$ cat src/rtl/mdu_ctrl_pkg.sv
// Shared constants for the iterative multiply/divide sequencer: op codes,
// FSM state encodings and the operand magnitude helper.
package mdu_ctrl_pkg;

    typedef enum logic [1:0] {
        MDU_MULT  = 2'b00,
        MDU_MULTU = 2'b01,
        MDU_DIV   = 2'b10,
        MDU_DIVU  = 2'b11
    } mdu_op_e;

    typedef enum logic [1:0] {
        MDU_IDLE = 2'b00,
        MDU_RUN  = 2'b01,
        MDU_FIX  = 2'b10
    } mdu_state_e;

    localparam int         MDU_W         = 32;
    localparam logic [4:0] MDU_LAST_ITER = 5'd31;

    function automatic logic [MDU_W-1:0] absVal(input logic [MDU_W-1:0] v,
                                                input logic             isSigned);
        return (isSigned && v[MDU_W-1]) ? -v : v;
    endfunction

endpackage

$ cat src/rtl/mdu_ctrl.sv
// Iterative mult/multu/div/divu sequencer holding HI/LO; 33-cycle latency for every op.
// One 64-bit shift register and one 33-bit adder serve both multiply and divide.
module mdu_ctrl
    import mdu_ctrl_pkg::*;
(
    input  logic        clk,
    input  logic        rst,
    input  logic        start,
    input  logic [1:0]  op,
    input  logic [31:0] a,
    input  logic [31:0] b,
    input  logic        mthi,
    input  logic        mtlo,
    input  logic [31:0] wdata,
    input  logic        rd_req,
    output logic        busy,
    output logic        stall,
    output logic [31:0] hi,
    output logic [31:0] lo
);

    mdu_state_e  r_state;
    mdu_state_e  w_nextState;
    logic [4:0]  r_count;
    logic [63:0] r_acc;
    logic [31:0] r_operand;
    logic [31:0] r_origA;
    logic        r_isDiv;
    logic        r_isSigned;
    logic        r_negMain;
    logic        r_negRem;
    logic        r_divZero;
    logic [31:0] r_hi;
    logic [31:0] r_lo;

    logic        w_opIsDiv;
    logic        w_opIsSigned;
    logic [31:0] w_absA;
    logic [31:0] w_absB;
    logic [32:0] w_addA;
    logic [32:0] w_addB;
    logic        w_cin;
    logic [32:0] w_sum;
    logic [63:0] w_iterAcc;
    logic [63:0] w_prod;
    logic [31:0] w_quo;
    logic [31:0] w_rem;

    assign w_opIsDiv    = op[1];
    assign w_opIsSigned = ~op[0];
    assign w_absA       = absVal(a, w_opIsSigned);
    assign w_absB       = absVal(b, w_opIsSigned);

    // Divide feeds the 33-bit window {rem, next quo bit}; subtraction is A + ~B + 1
    always_comb begin
        w_addA = {1'b0, r_acc[63:32]};
        w_addB = r_acc[0] ? {1'b0, r_operand} : 33'd0;
        w_cin  = 1'b0;
        if (r_isDiv) begin
            w_addA = r_acc[63:31];
            w_addB = ~{1'b0, r_operand};
            w_cin  = 1'b1;
        end
    end

    assign w_sum = w_addA + w_addB + {32'd0, w_cin};

    always_comb begin
        w_iterAcc = {w_sum, r_acc[31:1]};
        if (r_isDiv) begin
            if (w_sum[32]) begin
                w_iterAcc = {r_acc[62:0], 1'b0};
            end else begin
                w_iterAcc = {w_sum[31:0], r_acc[30:0], 1'b1};
            end
        end
    end

    assign w_prod = r_negMain ? -r_acc : r_acc;
    assign w_quo  = r_negMain ? -r_acc[31:0] : r_acc[31:0];
    assign w_rem  = r_negRem ? -r_acc[63:32] : r_acc[63:32];

    always_ff @(posedge clk or posedge rst) begin
        if (rst) begin
            r_state <= MDU_IDLE;
        end else begin
            r_state <= w_nextState;
        end
    end

    always_comb begin
        w_nextState = r_state;
        case (r_state)
            MDU_IDLE: if (start) w_nextState = MDU_RUN;
            MDU_RUN:  if (r_count == MDU_LAST_ITER) w_nextState = MDU_FIX;
            MDU_FIX:  w_nextState = MDU_IDLE;
            default:  w_nextState = MDU_IDLE;
        endcase
    end

    // Sign flags are latched only for signed ops so FIX can apply them unconditionally
    always_ff @(posedge clk or posedge rst) begin
        if (rst) begin
            r_count    <= 5'd0;
            r_acc      <= 64'd0;
            r_operand  <= 32'd0;
            r_origA    <= 32'd0;
            r_isDiv    <= 1'b0;
            r_isSigned <= 1'b0;
            r_negMain  <= 1'b0;
            r_negRem   <= 1'b0;
            r_divZero  <= 1'b0;
            r_hi       <= 32'd0;
            r_lo       <= 32'd0;
        end else begin
            case (r_state)
                MDU_IDLE: begin
                    if (start) begin
                        r_count    <= 5'd0;
                        r_isDiv    <= w_opIsDiv;
                        r_isSigned <= w_opIsSigned;
                        r_origA    <= a;
                        r_negMain  <= w_opIsSigned & (a[31] ^ b[31]);
                        r_negRem   <= w_opIsSigned & a[31];
                        r_divZero  <= w_opIsDiv & (b == 32'd0);
                        r_acc      <= w_opIsDiv ? {32'd0, w_absA} : {32'd0, w_absB};
                        r_operand  <= w_opIsDiv ? w_absB : w_absA;
                    end else if (mthi) begin
                        r_hi <= wdata;
                    end else if (mtlo) begin
                        r_lo <= wdata;
                    end
                end
                MDU_RUN: begin
                    r_acc   <= w_iterAcc;
                    r_count <= r_count + 5'd1;
                end
                MDU_FIX: begin
                    if (r_isDiv && r_divZero) begin
                        r_hi <= r_origA;
                        r_lo <= 32'hFFFF_FFFF;
                    end else if (r_isDiv) begin
                        r_hi <= w_rem;
                        r_lo <= w_quo;
                    end else begin
                        r_hi <= w_prod[63:32];
                        r_lo <= w_prod[31:0];
                    end
                end
                default: ;
            endcase
        end
    end

    assign busy  = (r_state != MDU_IDLE);
    assign stall = busy & (start | mthi | mtlo | rd_req);
    assign hi    = r_hi;
    assign lo    = r_lo;

endmodule

$ cat config.mk
export PLATFORM = sky130hd
export DESIGN_NAME = mdu_ctrl
export DESIGN_NICKNAME = d
export VERILOG_FILES = /design/src/rtl/mdu_ctrl_pkg.sv /design/src/rtl/mdu_ctrl.sv
export SDC_FILE = /design/constraint.sdc
export NUM_CORES = 1
export LEC_CHECK = 0
export BUFFER_PORTS_ARGS = -buffer_cell sky130_fd_sc_hd__buf_2
export CORE_UTILIZATION = 62
export DETAILED_ROUTE_END_ITERATION = 16
export GPL_ROUTABILITY_DRIVEN = 0
export PLACE_DENSITY = 0.84
export SYNTH_ARGS = -nofsm -noshare
export SYNTH_HDL_FRONTEND = slang
export SYNTH_SLANG_ARGS = --single-unit
$ cat constraint.sdc
create_clock -name clk -period 9.5 [get_ports clk]
set_input_delay 0.475 -clock clk [delete_from_list [all_inputs] [get_ports clk]]
set_output_delay 0.475 -clock clk [all_outputs]
set_load 0.01 [all_outputs]
; ---- After elaboration in Yosys (flattened, before gate mapping)
; Cells that the tools add are included.
; W data, S select, Z words.
[totals]
reg_bits = 203
in_bits = 104
output_inout_bits = 66
elab_cells = 82
[op_classes]
add_sub_neg = 8
eq_ne = 9
mux = 31
bitwise = 10
reduce_logical = 13
[ops]
columns = operator, n
row1 = $mux W32, 16
row2 = $mux W64, 4
row3 = $neg A32 Y32, 4
row4 = $pmux W32 S2, 2
row5 = $pmux W64 S2, 1
row6 = $mux W33, 2
row7 = $neg A64 Y64, 1
row8 = $add A33 B1 Y33, 1
row9 = $add A33 B33 Y33, 1
row10 = $not A32 Y33, 1
row11 = $logic_not A32 Y1, 1
row12 = $ne A2 B2 Y1 const B, 6
row13 = $pmux W5 S2, 1
row14 = $reduce_and A2 Y1, 3
row15 = $reduce_bool A2 Y1, 3
row16 = $add A5 B1 Y5 const B, 1
row17 = $eq A5 B5 Y1 const B, 1
row18 = $mux W5, 1
row19 = $and A1 B1 Y1, 4
row20 = $mux W2, 2
row21 = $pmux W2 S2, 1
row22 = $reduce_and A4 Y1, 1
row23 = $logic_and A1 B1 Y1, 3
row24 = $or A1 B1 Y1, 3
row25 = other kinds (7), 7

; ---- Logic depth before layout (Yosys ltp)
; Gate-level depths: netlist (run 1).
[logic_depth]
word_depth = 7
mapped_depth = 19

; ---- Worst setup path after synthesis (run 1)
; OpenSTA, ideal clock, no wires.
[synth_path]
path_type = register -> register
from = register r_isDiv
to = register r_acc[37]
setup_time_ns = 0.134
t_arrival_ns = 4.714
required_ns = 9.366
setup_slack_ns = 4.652
path_stages_with_launch = 20
path_buffers = 5
period_less_slack_ns = 4.848
cell_sequence = dfrtp_1 clkbuf_1 clkbuf_1 clkbuf_1 clkbuf_1 nand2_1 o21ai_0 fa_1 inv_1 fa_1 nand2b_1 a21oi_1 o21ai_1 a21oi_1 a31oi_1 o31ai_4 xor2_2 buf_4 mux2i_1 o21ai_0
[synth_between]
elab_chain_len = 6
elab_cells_between_ends = 8
[synth_lines]
columns = item, line_no
row1 = "start, declared", mdu_ctrl.sv:28  ; logic r_isDiv;
row2 = "start signal, assigned", mdu_ctrl.sv:120  ; r_isDiv <= w_opIsDiv;
row3 = $mux W33, mdu_ctrl.sv:59  ; if (r_isDiv) begin
row4 = $add A33 B33 Y33, mdu_ctrl.sv:66  ; assign w_sum = w_addA + w_addB + {32'd0, w_cin};
row5 = $add A33 B1 Y33, mdu_ctrl.sv:66
row6 = $mux W64, mdu_ctrl.sv:71  ; if (w_sum[32]) begin
row7 = $mux W64 (*), mdu_ctrl.sv:70  ; if (r_isDiv) begin
row8 = $pmux W64 S2 (*), mdu_ctrl.sv:116  ; case (r_state)
row9 = "end signal, assigned", mdu_ctrl.sv:126  ; r_acc <= w_opIsDiv ? {32'd0, w_absA} : {32'd0, w_absB};
row10 = "end signal, assigned", mdu_ctrl.sv:135  ; r_acc <= w_iterAcc;
row11 = "end, declared", mdu_ctrl.sv:25  ; logic [63:0] r_acc;
; Mark *: on every way between the ends. The rest lies on a longest branch, timed or not.
; A chain may end at the register's enable or synchronous reset.

; ---- Worst setup path in the final report (run 1)
[layout_path]
from = register r_isDiv
to = register r_acc[41]
; The elaborated chain is that of the path after synthesis.

==> run metrics, run 1 <==
status finished clean; Static Leak 0.00736 uW; Reg clk slew, reported paths 60 ps; first-pass GRT wire length 76200 um; area of the die 25200 um^2; max-capacitance violation count 0; RSZ-0062 raised after global routing no; GRT Residual Overflow 0; Root Buffer clkbuf_16; fraction of layout cells with a size suffix above 1 16.8%; Clock power frac 13.2%; Layout Skew 16.7 ps; Period Utilization, post-route 61.2%; Async SR Flop Fraction 100%; Crit path top cell by count a21oi_1; syn_area_per_cell 8.19 um^2; switching share of power 49.1%; setup TNS 0 ps; largest incremental delay on the critical path 950 ps; syn_nets 2005; initial antenna violation count 1; Post-route DRC 0; NetSw 3660 uW; Pint 3790 uW; vias post-DR 15300; Finished Layout Cells 2261; vias in the first global route 13800; Area contributors post-synth dfrtp_1, nand2_1, o21ai_0; clock sink count 203; Nets 2063; CTS tree done; core area 24200 um^2; starting density of the core 62.9%; slowest CP cell xor2_2; chip height 159 um; Top Ports 170; DRT Pass-1 Iters 9; Required @ worst endpoint 9870 ps; Final Hold Fails 0; leading area contributor after synthesis dfrtp_1; cell chain of the critical path buf_4, nand2_1, o21ai_0, inv_1, fa_1, nand2b_1, a21oi_1, o21ai_1, a21oi_1, a31oi_1, o31ai_4, xor2_2, mux2i_1, o221ai_1; postcts setup bufs 0; Slew @ Worst Pin 1280 ps; hold_buf cts 0; #FFs+latches synth 203; Filler Cell Count 1882; most common cell in the netlist nand2_1; WL/cell 21.6 um; pins over their slew limit 0; hpwl dp 35600 um; overall routing resource usage 38.1%; number of synthesized flops with an enable pin 0; Sequential Power Share 26.1%; Pwr Density 441 nW/um^2; Clock Latency Late Sink 540 ps; Synth warnings 0; post-synthesis sequential area ratio 33.3%; initial drt markers 2188; Longest Clk Path Bufs 3; crit path kind reg2reg; placed cells 2217; CP arrival 6190 ps; main flop type after synthesis dfrtp_1; f_max 172 MHz; Worst slew margin 14.5%; Max VDD drop 0.000257 V; worst hold-check path type in2async; combinational share of power 60.7%; sequential cell area 5080 um^2; vias per cell 6.76; WL final 48900 um; Commonest cells post-synth nand2_1, dfrtp_1, o21ai_0; H-tree depth 1; CP Capture Type flop; worst-path fanout max 75; CTS resizes 0; CTS Buf Count 23; largest net degree at the start of global routing 121; Post-Synthesis Cells 1861; Netlist cell types 72; Post-DRT Antenna Nets 0; Syn-to-layout area delta 10.8%; Syn Std Cell Area 15200 um^2; area of the multi-input gates 9490 um^2; Synth top area share 33.3%; crit path time final 5810 ps; I/O Buffers 169; startpoint types flop; Die X 159 um; number of core rows 57; setup violators final 0
[power by group through the flow]
stage	Clock [uW]	Sequential, uW	Combinational [uW]
CTS	978	1890	4390
detailed placement	0	1900	4330
global route	1020	1970	4870
finish	981	1940	4530
floorplan	0	1600	3440
global placement	0	1880	4180
[cell type report]
cell class	instances	area share (%)
timing repair buffer	186	5.76
tap	324	2.40
antenna	1	0.0148
sequential	203	30.1
clock buffer	31	3.88
clock inverter	11	1.02
multi-input combinational	1475	56.1
inverter	30	0.711
[final timing paths]
kind	startpoint	end	slack, ps	depth (start not counted)
worst max-delay path	r_isDiv	r_acc[41]	3690	14
worst min-delay path	rst	lo[4]	50	2
worst max register to register	r_isDiv	r_acc[41]	3690	14
worst min register to register	lo[29]	lo[29]	480	2
max in group asynchronous	rst	r_acc[63]	7860	3
min in group clk	wdata[7]	hi[7]	170	3
[layer usage]
metal | share of wire, % | global-route usage [%] | vias to the layer above
li1 | - | - | 6819
met4 | 5.1 | 16.5 | 0
met2 | 42 | 56.1 | 1071
met1 | 39 | 52.4 | 7188
met3 | 14 | 10.4 | 200
met5 | 0 | 0 | -
[placed cells by master (no fill, tap or decap), drive strengths merged, types with 11 or more instances in the layout]
master | Yosys | layout
ha | 38 | 38
a22o | 24 | 24
a31oi | 11 | 11
nor2b | 13 | 13
or3 | 15 | 15
nand2b | 20 | 20
nor4 | 20 | 20
o22ai | 33 | 33
a211oi | 33 | 33
xnor2 | 96 | 96
nor2 | 109 | 109
nor3 | 37 | 37
a22oi | 26 | 26
mux2 | 69 | 69
and2 | 13 | 13
o21ai | 191 | 191
o211ai | 23 | 23
dfrtp | 203 | 203
clkbuf | 133 | 31
buf | 20 | 186
xor2 | 54 | 54
inv | 30 | 31
nand2 | 256 | 256
o31ai | 20 | 20
a21o | 15 | 15
mux2i | 62 | 62
a21oi | 146 | 146
or4 | 16 | 16
nand3 | 49 | 49
[cell families after synthesis]
family / count (synthesis) / share of synthesized area (%)
DFF: 203 / 33.3
AOI/OAI and AO/OA: 573 / 23.2
and+or+nand+nor: 581 / 17.6
muxes: 131 / 9.17
xor gates and xnor gates: 150 / 8.67
adders and majority gates: 40 / 3.38
buffers and inverters: 183 / 4.64
[worst max-delay path: cells and delay by family, from the launching register on]
family / cells / cell delay, ps
DFF: 1 / 910
buffers and inverters: 2 / 890
muxes: 1 / 280
xor gates and xnor gates: 1 / 950
adders and majority gates: 1 / 470
AOI/OAI and AO/OA: 7 / 1820
and+or+nand+nor: 2 / 300
[registers in the layout (all words and copies together) (netlist names), 2 cells and up]
name and flops:
lo 32, r_origA 32, r_acc 64, hi 32, r_state 2, r_operand 32, r_count 5
[per-stage QoR]
step	setup WS [ps]	cell area (um^2)	hold slack [ps]	power, uW	utilization [%]
floorplan	3490	15200	445	5040	-
global placement	4020	16100	456	6050	66.2
detailed placement	3880	16100	465	6240	66.2
CTS	3820	16900	145	7260	69.7
global route	3290	16900	149	7850	69.7
finish	3690	16900	50.6	7450	69.7
No activity file was read; power rests on OpenSTA's default activity.
==> run 2, diff against run 1 <==
Settings changed: ABC_AREA from default to 1, PLACE_DENSITY 0.84 to 0.83.
Clock period 9.5 ns to 6.1 ns, I/O delays scaled along.
==> run metrics, run 2 <==
Max VDD drop 0.000384 V; post-synthesis sequential area ratio 28.0%; Required @ worst endpoint 6520 ps; number of core rows 62; RSZ-0062 raised after global routing no; WL final 70400 um; setup TNS 0 ps; most common cell after layout, fill and taps aside nand2_1; Slew @ Worst Pin 966 ps; crit path time final 4540 ps; vias in the first global route 19800; slowest CP cell inv_4; setup violators final 0; f_max 220 MHz; max reg flops 64; Longest Clk Path Bufs 3; clock sink count 203; Layout Skew 26.3 ps; max-capacitance violation count 0; Static Leak 0.0104 uW; Netlist cell types 50; main flop type after synthesis dfrtp_1; initial drt markers 3839; initial antenna violation count 2; area of the die 29900 um^2; number of synthesized flops with an enable pin 0; postcts setup bufs 0; crit path kind reg2reg; final worst slack 1560 ps; CTS Buf Count 24; Post-Synthesis Cells 3106; Commonest cells post-synth nand2_1, nor2_1, inv_1; startpoint types flop; vias post-DR 22200; Most flops, register r_acc; syn_nets 3250; final hold slack -22.7 ps; Pwr Density 698 nW/um^2; fraction of layout cells with a size suffix above 1 9.31%; CP Capture Type flop; Top Ports 170; Synth top area share 28.0%; overall routing resource usage 46.2%; largest net degree at the start of global routing 131; worst hold-check path type in2async; core area 28700 um^2; most common cell in the netlist nand2_1; I/O Buffers 169; pins over their slew limit 0; hpwl dp 53300 um; Syn-to-layout area delta 9.32%; Root Buffer clkbuf_16; Async SR Flop Fraction 100%; vias per cell 6.18; Final Hold Fails 20; violated checks hold timing; Period Utilization, post-route 74.5%; most frequent cells in the layout nand2_1, nor2_1, inv_1; worst-path fanout max 89; status finished, violations left; DRT Pass-1 Iters 11; CP arrival 4970 ps; Area contributors post-synth dfrtp_1, nand2_1, nor2_1; starting density of the core 63.1%; Syn Std Cell Area 18100 um^2; Clock Latency Late Sink 560 ps; CTS tree done; Nets 3329; Synth warnings 0; largest incremental delay on the critical path 700 ps; WL/cell 19.6 um; chip height 173 um; dpl ws 1710 ps; Die X 173 um; #FFs+latches synth 203; H-tree depth 1; first-pass GRT wire length 108000 um; leading area contributor after synthesis dfrtp_1; CTS resizes 0; Crit path top cell by count nand2_1; Filler Cell Count 2641; Post-DRT Antenna Nets 0; cell chain of the critical path inv_4, buf_4, nand3_1, o21ai_0, ha_1, nand2_1, nor2_1, nand2_1, nand3_1, a21oi_2, nand2_2, nand2_1, nand3_2, nand2_1, nand2_1, nand2_1, nand2_1; Post-route DRC 0; Worst slew margin 35.6%; hold_buf cts 0; Reg clk slew, reported paths 60 ps; syn_area_per_cell 5.83 um^2; GRT Residual Overflow 0
-- run 2: changes by cell type after synthesis, moves of 47 or more --
| cell | change |
|---|---|
| mux2_2 | -69 |
| mux2i_1 | -62 |
| clkbuf_1 | -47 |
| xnor2_1 | -92 |
| nor2_1 | +358 |
| inv_1 | +288 |
| nand3_1 | +202 |
| a21oi_1 | +66 |
| nand2_1 | +744 |
-- run 2: where the power goes --
group	leakage, uW	internal [uW]	switching (uW)
combinational	0.00756	2950	6480
clock	0.000381	798	617
sequential	0.00242	2040	936
-- run 2: final cells by class --
class,instances,area (um^2),share of cell area [%]
inverters,334,1260,6.38
clock inverters,12,96.3,0.486
clock buffers,30,653,3.30
diodes,1,2.50,0.0126
multi-input cells,2435,11200,56.8
repair buffers,187,981,4.95
flip-flops and latches,203,5080,25.7
well taps,384,480,2.43
-- run 2: logic make-up after synthesis --
family	count (synthesis)	share of synthesized area, %
flops	203	28.0
simple gates	1821	41.1
compound gates	530	15.9
xor+xnor	44	2.13
fa+ha+maj	40	2.85
buf+inv	468	10.0
-- run 2: critical path: cells and delay by family, from the launching register on --
family          cells  cell delay, ps
compound gates      2             310
fa+ha+maj           1             310
buf+inv             2            1220
flops               1             630
simple gates       12            1880
-- run 2: final timing paths --
path | startpoint | end | depth (start not counted) | slack, ps
worst max register to register | r_isDiv | r_acc[46] | 17 | 1560
max in group asynchronous | rst | r_acc[9] | 3 | 4570
worst min register to register | r_origA[8] | r_origA[8] | 2 | 490
worst min-delay path | rst | lo[19] | 2 | -20
worst max-delay path | r_isDiv | r_acc[46] | 17 | 1560
min in group clk | a[21] | r_origA[21] | 3 | 30
-- run 2: per-stage QoR --
step / hold WS [ps] / utilization [%] / std cells / power [uW] / cell area [um^2]
2_1_floorplan: 415 / - / 3106 / 9240 / 18100
3_3_place_gp: 465 / 66.4 / 3543 / 11600 / 19100
3_5_place_dp: 471 / 66.4 / 3543 / 11900 / 19100
4_1_cts: 27.9 / 69.0 / 3585 / 13300 / 19800
5_1_grt: 48.1 / 69.0 / 3585 / 14900 / 19800
6_report: -22.7 / 69.0 / 3586 / 13800 / 19800
-- run 2: routing by layer --
metal | share of wire [%] | wire [um] | vias to the layer above | track usage (%)
li1 | - | - | 10100 | -
met1 | 36 | 25400 | 9803 | 61.3
met2 | 40 | 28200 | 1888 | 66.4
met3 | 15 | 10800 | 382 | 10.9
met4 | 8.6 | 6060 | 2 | 32.0
met5 | 0.016 | 11 | - | 0
